File: src/rtl/pipelined_barrel_shifter.sv
// pipelined_barrel_shifter
//
// Multi-mode barrel shifter built from O log steps. The steps are spread
// over S register stages, so a shift can close timing at clock rates that
// a single-cycle log-shifter cannot reach. Operands and results move through
// valid/ready handshakes with full backpressure. Results leave in the order
// the operands arrived.
//
// Parameters
//   N  operand/result width (N >= 2)
//   O  shift-amount width, $clog2(N)
//   S  register stages (1 <= S <= O)
//
// Ports
//   clk        clock, rising edge
//   rst        synchronous, active-high reset
//   in_valid   operand present on a, b, m
//   in_ready   operand accepted this cycle
//   a          operand
//   b          shift amount
//   m          mode: 00 logical right, 01 arithmetic right,
//              10 rotate right, 11 logical left
//   out_valid  result present on c
//   out_ready  consumer takes the result this cycle
//   c          result
module pipelined_barrel_shifter #(
  parameter int N = 8,
  parameter int O = $clog2(N),
  parameter int S = 1
) (
  input  logic         clk,
  input  logic         rst,
  input  logic         in_valid,
  output logic         in_ready,
  input  logic [N-1:0] a,
  input  logic [O-1:0] b,
  input  logic [1:0]   m,
  output logic         out_valid,
  input  logic         out_ready,
  output logic [N-1:0] c
);

  localparam int STEPS_PER_STAGE = (O + S - 1) / S;

  // One log step: shift or rotate x right (left for mode 11) by sh bits.
  // sh is always a power of two below N, so the rotate needs one wrap only.
  function automatic logic [N-1:0] shift_step(input logic [N-1:0] x,
                                              input int          sh,
                                              input logic [1:0]  md,
                                              input logic        sgn);
    logic [2*N-1:0] w;
    case (md)
      2'b00:   w = {{N{1'b0}}, x} >> sh;
      2'b01:   w = {{N{sgn}}, x} >> sh;
      2'b10:   w = {x, x} >> sh;
      default: w = {x, x} << sh;
    endcase
    return w[N-1:0];
  endfunction

  // Amounts of N or more only exist when N is not a power of two. They are
  // folded into an in-range equivalent before the first stage: rotates wrap
  // once (b < 2N always), the other modes collapse to their fill pattern
  // with a zero residual shift.
  logic [N-1:0] a_rng;
  logic [O-1:0] b_rng;

  always_comb begin
    a_rng = a;
    b_rng = b;
    if (int'(b) >= N) begin
      if (m == 2'b10) begin
        b_rng = O'(int'(b) - N);
      end else begin
        b_rng = '0;
        a_rng = (m == 2'b01) ? {N{a[N-1]}} : '0;
      end
    end
  end

  for (genvar k = 0; k < S; k++) begin : g_stage
    localparam int LO = k * STEPS_PER_STAGE;
    localparam int HI = ((k + 1) * STEPS_PER_STAGE < O) ? (k + 1) * STEPS_PER_STAGE : O;

    logic [N-1:0] data_p;
    logic [O-1:0] amt_p;
    logic [1:0]   mode_p;
    logic         sign_p;
    logic         vld_p;

    logic [N-1:0] src_d;
    logic [N-1:0] nxt_d;
    logic [O-1:0] src_b;
    logic [1:0]   src_m;
    logic         src_s;
    logic         src_v;
    logic         take;
    logic         adv;

    if (k == 0) begin : g_src_in
      assign src_v = in_valid;
      assign src_d = a_rng;
      assign src_b = b_rng;
      assign src_m = m;
      assign src_s = a[N-1];
    end else begin : g_src_up
      assign src_v = g_stage[k-1].vld_p;
      assign src_d = g_stage[k-1].data_p;
      assign src_b = g_stage[k-1].amt_p;
      assign src_m = g_stage[k-1].mode_p;
      assign src_s = g_stage[k-1].sign_p;
    end

    if (k == S - 1) begin : g_take_out
      assign take = out_ready;
    end else begin : g_take_up
      assign take = g_stage[k+1].adv;
    end

    // A stage refills whenever it is empty or its content moves on.
    assign adv = !vld_p || take;

    // Steps LO..HI-1 belong to this stage; stages past the last step pass through.
    always_comb begin
      nxt_d = src_d;
      for (int j = 0; j < O; j++) begin
        if (j >= LO && j < HI && src_b[j]) begin
          nxt_d = shift_step(nxt_d, 1 << j, src_m, src_s);
        end
      end
    end

    // ---- stage k register boundary ----
    always_ff @(posedge clk) begin
      if (rst) begin
        vld_p <= 1'b0;
      end else if (adv) begin
        vld_p <= src_v;
      end
    end

    always_ff @(posedge clk) begin
      if (adv && src_v) begin
        amt_p  <= src_b;
        mode_p <= src_m;
        sign_p <= src_s;
      end
    end

    if (k == S - 1) begin : g_out
      // The final data register drives c, which must read zero after reset.
      always_ff @(posedge clk) begin
        if (rst) begin
          data_p <= '0;
        end else if (adv && src_v) begin
          data_p <= nxt_d;
        end
      end
      // The final stage's control fields have no downstream consumer.
      logic unused_ctl;
      assign unused_ctl = ^{amt_p, mode_p, sign_p};
    end else begin : g_pipe
      always_ff @(posedge clk) begin
        if (adv && src_v) begin
          data_p <= nxt_d;
        end
      end
    end
  end

  // Outputs are forced to their reset values for the whole rst cycle, so an
  // in-flight result is never presented while it is being discarded.
  assign in_ready  = !rst && g_stage[0].adv;
  assign out_valid = !rst && g_stage[S-1].vld_p;
  assign c         = rst ? '0 : g_stage[S-1].data_p;

endmodule

File: config.mk
export PLATFORM = sky130hd
export DESIGN_NAME = pipelined_barrel_shifter
export DESIGN_NICKNAME = d
export VERILOG_FILES = /design/src/rtl/pipelined_barrel_shifter.sv
export SDC_FILE = /design/constraint.sdc
export NUM_CORES = 1
export LEC_CHECK = 0
export CORE_ASPECT_RATIO = 1.25
export CORE_MARGIN = 1.5
export CORE_UTILIZATION = 26
export CTS_CLUSTER_DIAMETER = 80
export DETAILED_ROUTE_END_ITERATION = 8
export GPL_TIMING_DRIVEN = 0
export SLEW_MARGIN = 10
export SYNTH_ARGS = -nofsm -noshare
export SYNTH_HDL_FRONTEND = slang
export SYNTH_SLANG_ARGS = --single-unit
File: constraint.sdc
create_clock -name clk -period 4.1 [get_ports clk]
set_input_delay 0.82 -clock clk [delete_from_list [all_inputs] [get_ports clk]]
set_output_delay 0.82 -clock clk [all_outputs]
set_load 0.005 [all_outputs]
Word-level counts from Yosys, hierarchy flattened
Index checks and enable logic that the tools add are counted.
{"block": "totals", "ff_bits": 9, "latchBits": 0, "mem_bits_rw": 0, "romBits": 0, "out_inout_bits": 10, "word_cells": 18, "mem_count": 0}
{"block": "classes", "add_sub_neg": 0, "multipliers": 0, "n_div": 0, "magnitude_cmp": 0, "eq_ne": 2, "n_shift": 0, "mux": 7, "n_bitwise": 0, "n_reduce_logical": 7}
{"cell": "$pmux 8 s3", "n": 3}
{"cell": "$mux 8", "n": 4}
{"cell": "$logic_and 1x1->1", "n": 3}
{"cell": "$eq 2x1->1 const B", "n": 1}
{"cell": "$eq 2x2->1 const B", "n": 1}
{"cell": "$logic_not 1->1", "n": 2}
{"cell": "$logic_not 2->1", "n": 1}
{"cell": "$logic_or 1x1->1", "n": 1}

Longest topological paths before layout
Gate-level depths: netlist of the first run.
{"block": "logic_depth", "ltp_word": 7, "depth_mapped": 7, "ltp_nobuf": 5}

Worst setup path after synthesis of the first run
No wires, ideal clock.
{"block": "synth_path", "path_type": "input to output", "startpoint": "input port rst", "endpoint": "output port in_ready", "t_arrival_ps": 1349, "required_time_ps": 3280, "path_slack_ps": 1931, "stages": 3, "path_buffers": 2, "path_cell_list": "clkbuf_2 clkbuf_1 nor2_1"}
{"block": "synth_via", "elab_chain_cells": 2}
{"element": "start, declared", "line": "32", "rtl": "input logic rst,"}
{"element": "$logic_not 1->1", "line": "173", "rtl": "assign in_ready = !rst && g_stage[0].adv;"}
{"element": "$logic_and 1x1->1", "line": "173"}
{"element": "end, declared", "line": "34", "rtl": "output logic in_ready,"}
No other way between the ends.

Final worst setup path of the first run
{"block": "layout_path", "startpoint": "input port out_ready", "endpoint": "output port in_ready"}
{"block": "layout_via", "elab_chain_cells": 2}
{"element": "start, declared", "line": "39", "rtl": "input logic out_ready,"}
{"element": "$logic_or 1x1->1", "line": "121", "rtl": "assign adv = !vld_p || take;"}
{"element": "$logic_and 1x1->1", "line": "173"}
No other way between the ends.

==> results.md, run 1 <==
- The worst setup path is captured at an output port.
- The library cells used most frequently in the layout, excluding fill and tap cells, are sky130_fd_sc_hd__clkdlybuf4s50_1, sky130_fd_sc_hd__nor2_1, sky130_fd_sc_hd__nand2_1, sky130_fd_sc_hd__nor2b_1, sky130_fd_sc_hd__dfxtp_1.
- The worst register-to-register path has a setup slack of ~2.7 ns.
- Synthesis produced a netlist whose cell count is 145.
- In this run, synthesis inferred 0 flip-flops with an integrated enable.
- The final routed wirelength across all metal layers is approximately 3000 um.
- The horizontal extent of the die is between 50 and 60 um.
- The longest clock path from root to sink contains 2 buffers.
- The leakage component of the power is between 0.5 and 0.6 nW.
- The die area is 0.00436 mm^2.
- The first global-routing pass estimated 5040 um of wire.
- TritonCTS built the clock tree.
- The total power divided by cell area is roughly 230 mW/mm^2.
- The HPWL after detailed placement is 2280 um.
- The count of cell types in the netlist is 44.
- STA puts the critical path data arrival time at between 1.5 and 2 ns.
- The core region is around 0.0038 mm^2.
- The filler cell count in the final layout is a little over 400.
- Dividing the detail-routed wire length by the instance count gives 13.1 um.
- The run finished with clean final reports.
- The transition time at the pin with the least slew margin is 0.427 ns.
- The clock reaches the later pin of the worst-skew pair after between 0.2 and 0.25 ns.
- The number of cells traversed by the worst register-to-register path is 6.
- The reg-to-reg endpoint is g_stage[0].data_p[1]$_SDFFE_PP0P_.
- The startpoint kind of the worst setup timing path is an input port.
- The vertical die dimension is 73.4 um.
- The initial core utilization is between 20% and 30%.
- The post-place instance area is roughly 0.0014 mm^2.
- The number of buffer cells added on primary ports is 25.
- Derived from the worst setup path, the maximum achievable clock frequency is around 0.36 GHz.
- When the netlist entered floorplanning its net count stood at around 160.
- The class of the most critical hold timing path is flip-flop to flip-flop.
- The total track usage is around 15%.
- The total inserted antenna cells is 0.
- The post-route antenna net violation count is 0.
- The post-placement setup slack is 1.33 ns.
- The number of nets in the finished design is between 150 and 200.
- The time the final worst path needs with I/O delays and setup is about 2.8 ns.
- The number of cells on the worst hold path is 2.
- The final non-filler cell area is approximately 0.0014 mm^2.
- The initial antenna violation count is 0.
- After layout, the worst path uses between 60% and 70% of the clock period.
- The H-tree depth is 1.
- The number of endpoints with negative hold slack in the final report is 0.
- The final cell count without fillers is ~230.
- Buffers inserted during clock tree synthesis total 3.
- The clock tree root driver cell is sky130_fd_sc_hd__clkbuf_8.
- The mean cell area of the mapped netlist is 7.12 um^2.
- On the final layout, the worst hold slack is just under 0.5 ns.
- Setup violations remaining at the end of the flow were counted as 0.
- The post-cts gate resize count is 0.
- After synthesis, the share of flip-flops with an asynchronous set or reset is 0%.
- Clock tree synthesis found a total of 9 sinks.
- In this run the tightest slew margin relative to its limit is a little under three quarters.
- For the final database, setup skew stands at between 0.001 and 0.0015 ns.
- The part of the Yosys area used for sequential elements is 17.5%.
- The worst hold path begins at g_stage[0].data_p[6]$_SDFFE_PP0P_.
- The maximum ir drop on the vdd rail is roughly 0.08 mV.
- In this run the core area contains 25 standard-cell rows.
- Setup repair after global routing left no endpoint under its margin.
- For this run, the leading register cell type out of synthesis is sky130_fd_sc_hd__dfxtp_1.
- The first detailed-routing pass took 4 iterations.
- The number of instances in the placed design is between 200 and 250.
- From synthesis to final layout, the design area changed by 35.2%.
- The number of design-rule violations left by the first detailed-router iteration is 57.
- For this block, the via count after detailed routing is between 1k and 1.5k.
- Post-CTS timing repair inserted 0 buffers for setup.
- The worst hold path terminates at g_stage[0].data_p[6]$_SDFFE_PP0P_.
- The number of pins exceeding their max-slew limit in the final report was 0.
- The post-detailed-route via-to-cell ratio is just over 5.
- The number of warnings printed during yosys synthesis is 0.
- The required time at the endpoint of the critical path is 3.28 ns.
- After detailed routing, the number of remaining DRC violations is 0.
- The number of global-route vias before repair was 1087.
- The count of boundary I/O pins is 27.
- The commonest non-fill, non-tap cell in the layout is sky130_fd_sc_hd__clkdlybuf4s50_1.
- The maximum number of pins on one net before global-route repair is 11.
- Along the worst path, the maximum fanout reaches 2.
- The number of max-cap violations is 0.
- The synthesized netlist occupies a cell area of between 0.001 and 0.0015 mm^2.
- The post-route netlist has 12.1% of its cells at a drive strength greater than 1.
- Setup total negative slack on the finished layout was measured at 0 ns.
- The number of hold buffers added after CTS was 0.
- The residual overflow from global routing is 0.
- After clock tree synthesis, the clock-pin slew on the worst setup and hold paths is roughly 0.04 ns.
- The final RePlAce weighted congestion is just over 0.9.
- The setup path with the least slack is of type input port to output port.
- Synthesis inferred 9 register bits.
- In this run the critical register-to-register path is launched from g_stage[0].vld_p$_SDFFE_PP0N_.
- The minimum setup slack in the final design is roughly 1.3 ns.
## layer usage
| layer | GRT usage, % | routed length (um) | up-vias |
|---|---|---|---|
| met4 | 8.84 | 58 | 0 |
| met3 | 1.94 | 187 | 6 |
| met2 | 23.4 | 1420 | 48 |
| met1 | 19.1 | 1320 | 521 |
| li1 | - | - | 597 |
| met5 | 0 | 0 | - |
## cells by family after synthesis
family / Yosys count / share of synthesized area (%)
and+or+nand+nor: 63 / 30.3
AOI/OAI and AO/OA: 49 / 36.4
buffers and inverters: 20 / 10.2
DFF: 9 / 17.5
muxes: 4 / 5.70
## flip-flops by register name, indices dropped and copies added (netlist names)
name and cells:
g_stage.data_p 8, g_stage.vld_p 1
## cells in the mapped netlist (all sizes together) (4+ instances only)
cell type,number,area [um^2]
a311o,5,50.1
nand2,16,62.6
nor2,16,60.1
nand3,5,25.0
a21oi,4,20.0
dfxtp,9,180
buf,8,55.1
o22ai,4,25.0
inv,8,30.0
clkbuf,4,20.0
o21ai,5,25.0
a211oi,7,52.6
a31oi,6,37.5
nor2b,13,81.3
## stage by stage
stage | utilization [%] | power, mW
2_1_floorplan | - | 0.173
3_3_place_gp | 35.7 | 0.221
3_5_place_dp | 35.7 | 0.221
4_1_cts | 36.9 | 0.324
5_1_grt | 36.9 | 0.346
6_report | 36.9 | 0.322
## cell type report
cell class / count / area, um^2 / share of cell area (%)
Timing Repair Buffer: 25 / 250 / 17.9
Clock buffer: 4 / 45.0 / 3.23
Tap cell: 54 / 67.6 / 4.84
Buffer: 12 / 75.1 / 5.38
Sequential cell: 9 / 180 / 12.9
Inverter: 8 / 30.0 / 2.15
Multi-Input combinational cell: 116 / 747 / 53.5
## worst max-delay path, cell delays in order
cell and delay, ns:
sky130_fd_sc_hd__clkdlybuf4s50_1 0.47, sky130_fd_sc_hd__nor2b_1 0.06, sky130_fd_sc_hd__nor2_1 0.08, sky130_fd_sc_hd__clkdlybuf4s50_1 0.50
## where the power goes
group / internal (mW) / leakage, nW / switching (mW) / total, mW
clock: 0.0676 / 0.0228 / 0.0339 / 0.102
combinational: 0.0599 / 0.438 / 0.0629 / 0.123
sequential: 0.0951 / 0.0745 / 0.00213 / 0.0973
total: 0.223 / 0.535 / 0.0989 / 0.322
## how the worst max path moves through the flow
stage	start	end	slack (ns)
global placement	rst	c[6]	1.34
global route	rst	c[6]	1.26
CTS	rst	c[6]	1.33
detailed placement	rst	c[6]	1.33
floorplan	rst	in_ready	1.93
finish	out_ready	in_ready	1.35
Power figures use the tool's default switching activity.
==> run 2: changes to the inputs <==
Clock period 4.1 ns to 2.3 ns, I/O delays scaled along.
==> results of run 2 <==
Same layout as run 1 (identical final DEF). Status: completed.
Main changes from that run: setup slack after placement 1.33 ns -> -0.00618 ns; setup slack after layout 1.35 ns -> 0.242 ns; start point of the critical path out_ready -> b[0]; end point of the critical path in_ready -> g_stage[0].data_p[5]$_SDFFE_PP0P_; register-to-register setup slack 2.73 ns -> 0.93 ns; total power 0.322 mW -> 0.573 mW; worst IR drop on VDD 0.0780 mV -> 0.139 mV
==> run 3: changes to the inputs <==
Settings changed: ABC_AREA from default to 1.
==> run 3 against run 2 <==
Against the previous run:
- non-clock buffer count shrank 7
- total power is 1.3% higher
- area after synthesis up 1.1%
- register-to-register slack lost 0.05 ns
- cell count up 13%
==> results.md, run 3 <==
- The largest fanout on the critical path is 10.
- The count of cell types in the netlist is 27 (-39%).
- The CTS buffer count is 3 (unchanged).
- The post-detailed-route via-to-cell ratio came to 4.41 (-14%).
- The register containing the most flip-flops in the final layout is g_stage.data_p.
- The final standard cell utilization of the core is 36.9% (about the same).
- The number of endpoints with negative hold slack in the final report was 0 (unchanged).
- The share of cell area taken by muxes after synthesis is 0% (-5.7 points).
- The clock sink total is 9 (unchanged).
- The average detailed-routed wire length per instance came to 10.0 um (-23%).
- The headroom to the max-slew limit is 63.8% (-7.5 points).
- By area, the combinational part of the netlist is dominated by simple AND/OR/NAND/NOR gates.
- The top cell types in the final layout, fill and taps aside, are sky130_fd_sc_hd__nand2_1, sky130_fd_sc_hd__nand3_1, sky130_fd_sc_hd__clkdlybuf4s50_1, sky130_fd_sc_hd__nor2_1, sky130_fd_sc_hd__inv_1.
- The number of design-rule violations left by the first detailed-router iteration is 60 (+5.3%).
- The number of buffers added to fix hold violations after cts is 0 (unchanged).
- The total power divided by cell area is 412 mW/mm^2.
- Setup repair after global routing left no endpoint under its margin.
- The fraction of the mapped netlist area in adder cells is 0% (unchanged).
- The clock-pin slew reported for the worst setup and hold paths after clock tree synthesis is 0.04 ns (about the same).
- The post-place instance area is 0.00136 mm^2 (+0.83%).
- The tree is rooted in a sky130_fd_sc_hd__clkbuf_8.
- In the post-synthesis netlist, the biggest area contributors are sky130_fd_sc_hd__nand2_1, sky130_fd_sc_hd__dfxtp_1, sky130_fd_sc_hd__nand3_1, sky130_fd_sc_hd__nor2_1, sky130_fd_sc_hd__inv_1.
- The filler cell count in the final layout came to 447 (+7.7%).
- The most frequent cell on the critical path is sky130_fd_sc_hd__clkdlybuf4s50_1.
- The post-route antenna net violation count is 0 (unchanged).
- The mean cell area of the mapped netlist is 6.00 um^2 (-16%).
- In this run the worst hold path is classified as flip-flop to flip-flop.
- The count of boundary I/O pins is 27 (unchanged).
- The synthesis-stage register bit count is 9 (unchanged).
- Total power for the finished layout comes to 0.581 mW.
- The total inserted antenna cells was 0 (unchanged).
- The number of max-cap violations is 0 (unchanged).
- The final count of negative-setup-slack endpoints is 0 (unchanged).
- The cell taking the most area after synthesis is sky130_fd_sc_hd__nand2_1.
- The combined buffer and inverter count along the critical path is 3.
- The H-tree depth is 1 (unchanged).
- The area of the mapped netlist is 0.00104 mm^2 (+1.1%).
- The maximum number of pins on one net before global-route repair was 11 (unchanged).
- The final non-filler cell area is 0.00141 mm^2 (+0.90%).
- On the critical path, the stage with the largest delay is an instance of sky130_fd_sc_hd__clkdlybuf4s50_1.
- The global-route wire length before repair is 4550 um (-9.7%).
- The area of all sequential standard cells is 180 um^2 (unchanged).
- The cell type group with the largest total delay on the critical path is buffers and inverters.
- The count of flip-flops with a built-in enable after synthesis is 0 (unchanged).
- The post-synthesis net count was 191 (+18%).
- The clock insertion delay at the later pin of the skew report is 0.23 ns (about the same).
- The number of warnings printed during yosys synthesis is 0 (unchanged).
- The flip-flop cell with the highest count after synthesis is sky130_fd_sc_hd__dfxtp_1.
- The via count was 1133 (-3.3%).
- The number of standard cells after synthesis is 174 (+20%).
- The vertical die dimension is 73.8 um (+0.52%).
- The critical path is of the input port to output port type.
- The worst clock skew on the final layout came to 0.000362 ns (-0.00112 ns).
- The die area was 0.00441 mm^2 (+1.0%).
- The number of flip-flops under the largest register name is 8 (unchanged).
- The post-synthesis compound-gate area fraction came to 6.83% (-30 points).
- At the worst endpoint, the required time is 1.84 ns.
- The leakage component of the power is 0.664 nW (+24%).
- The transition time at the pin with the least slew margin was 0.540 ns (+0.113 ns).
- For this run, the top clock speed supported by timing is between 0.4 and 0.5 GHz.
- The async set-reset flop share out of synthesis was 0% (unchanged).
- The number of pins exceeding their max-slew limit in the final report is 0 (unchanged).
- The horizontal extent of the die is 59.7 um (+0.52%).
- The arrival time reported for the critical path endpoint is ~1.8 ns.
- The post-detailed-route DRC marker count was 0 (unchanged).
- The HPWL after detailed placement is 2080 um (-8.8%).
- The row count is 25 (unchanged).
- Counting I/O delays and the setup requirement, the final critical path takes around 2.2 ns.
- The share of synthesized cell area in and, or, nand and nor gates is 58.6% (+28 points).
- The number of nets in the finished design is 221 (+15%).
- From synthesis to final layout, the design area changed by 34.9%.
- The number of global-route vias before repair was 1028 (-5.4%).
- The post-synthesis xor/xnor area fraction was 0% (unchanged).
- The final routed wirelength across all metal layers is 2570 um (-14%).
- The maximum ir drop on the vdd rail is roughly 0.13 mV.
- The ratio of cells with drive above 1 in the final layout is 13.3% (+1.2 points).
- The initial core utilization is 27.3% (+0.072 points).
- The run finished with clean final reports.
- The commonest cells after synthesis are sky130_fd_sc_hd__nand2_1, sky130_fd_sc_hd__nand3_1, sky130_fd_sc_hd__nor2_1.
- The fraction of synthesized cell area taken by the top area cell type is 19.1% (+1.6 points).
- By instance count, the leading cell after synthesis is sky130_fd_sc_hd__nand2_1.
- STA classifies the critical path endpoint as an output port.
- TritonCTS built the clock tree.
- The detailed-router iteration count before antenna repair came to 4 (unchanged).
- The core outline area is 0.00382 mm^2 (+0.83%).
- The largest registers in the layout are g_stage.data_p x8, g_stage.vld_p x1.
- The total track usage is 13.0% (-1.9 points).
- The area of the multi-input gates was 683 um^2 (-8.5%).
- The reg-to-reg setup timing slack is 0.88 ns.
- STA classifies the critical path startpoint as an input port.
- The final RePlAce weighted congestion was 0.810 (-12%).
- The delay of the slowest cell on the worst path is 0.52 ns.
- The post-CTS setup repair buffer count is 0 (unchanged).
- Walking the worst path, the cells encountered are clkdlybuf4s50_1, buf_2, nor2_1, clkdlybuf4s50_1.
- The part of the Yosys area used for sequential elements is 17.3% (-0.19 points).
- The maximum buffer depth of the clock tree is 2 (unchanged).
- The number of buffer cells added on primary ports came to 25 (unchanged).
- The initial antenna violation count is 0 (unchanged).
- The residual overflow from global routing is 0 (unchanged).
- The commonest non-fill, non-tap cell in the layout is sky130_fd_sc_hd__nand2_1.
- The final critical-path share of the clock period is between 90% and 100%.
## run 3: final timing paths
kind / start / end / cells past startpoint
worst max register to register: g_stage[0].vld_p$_SDFFE_PP0N_ / g_stage[0].data_p[7]$_SDFFE_PP0P_ / 5
worst max-delay path: rst / c[0] / 4
worst min register to register: g_stage[0].vld_p$_SDFFE_PP0N_ / g_stage[0].vld_p$_SDFFE_PP0N_ / 2
worst min-delay path: g_stage[0].vld_p$_SDFFE_PP0N_ / g_stage[0].vld_p$_SDFFE_PP0N_ / 2
## run 3: final cells by class
type	count	share of cell area [%]
buffer	5	4.18
inverter	22	8.71
tap	54	4.80
multi-input combinational	138	48.5
sequential	9	12.8
timing repair buffer	25	17.8
clock buffer	4	3.20
## run 3: what timing repair did
action,4_1_cts,5_1_grt
gates resized for setup,1,1
hold endpoints to repair,0,0
endpoints found under the setup margin,9,7
## run 3: worst register-to-register path: cells and delay by family, from the launching register on
family,cells,cell delay (ns)
flops,1,0.32
simple gates,5,1.04
## run 3: routing by layer
| metal | global-route usage [%] | vias to the layer above | wire (um) |
|---|---|---|---|
| li1 | - | 619 | - |
| met1 | 16.1 | 483 | 1190 |
| met2 | 23.3 | 31 | 1270 |
| met3 | 1.06 | 0 | 111 |
| met4 | 3.95 | 0 | 0 |
| met5 | 0 | - | 0 |
## run 3: logic make-up after synthesis
kind of cell    count (synthesis)
compound gates                 13
buf+inv                        27
flops                           9
simple gates                  125
## run 3: per-stage QoR
stage | TNS, ns | instances | worst slack [ns] | hold WS, ns
after floorplan | 0 | 174 | 0.926 | 0.478
after global placement | -0.518 | 253 | -0.0782 | 0.503
after detailed placement | -0.534 | 253 | -0.0788 | 0.506
after CTS | 0 | 257 | 0.0232 | 0.513
after global routing | 0 | 257 | 0.00565 | 0.540
final | 0 | 257 | 0.0658 | 0.513
## run 3: power breakdown
part	total, mW	switching, mW	leakage (nW)	internal, mW
clock	0.183	0.0622	0.0228	0.121
sequential	0.175	0.00381	0.0745	0.171
combinational	0.223	0.117	0.567	0.106
total	0.581	0.183	0.664	0.397
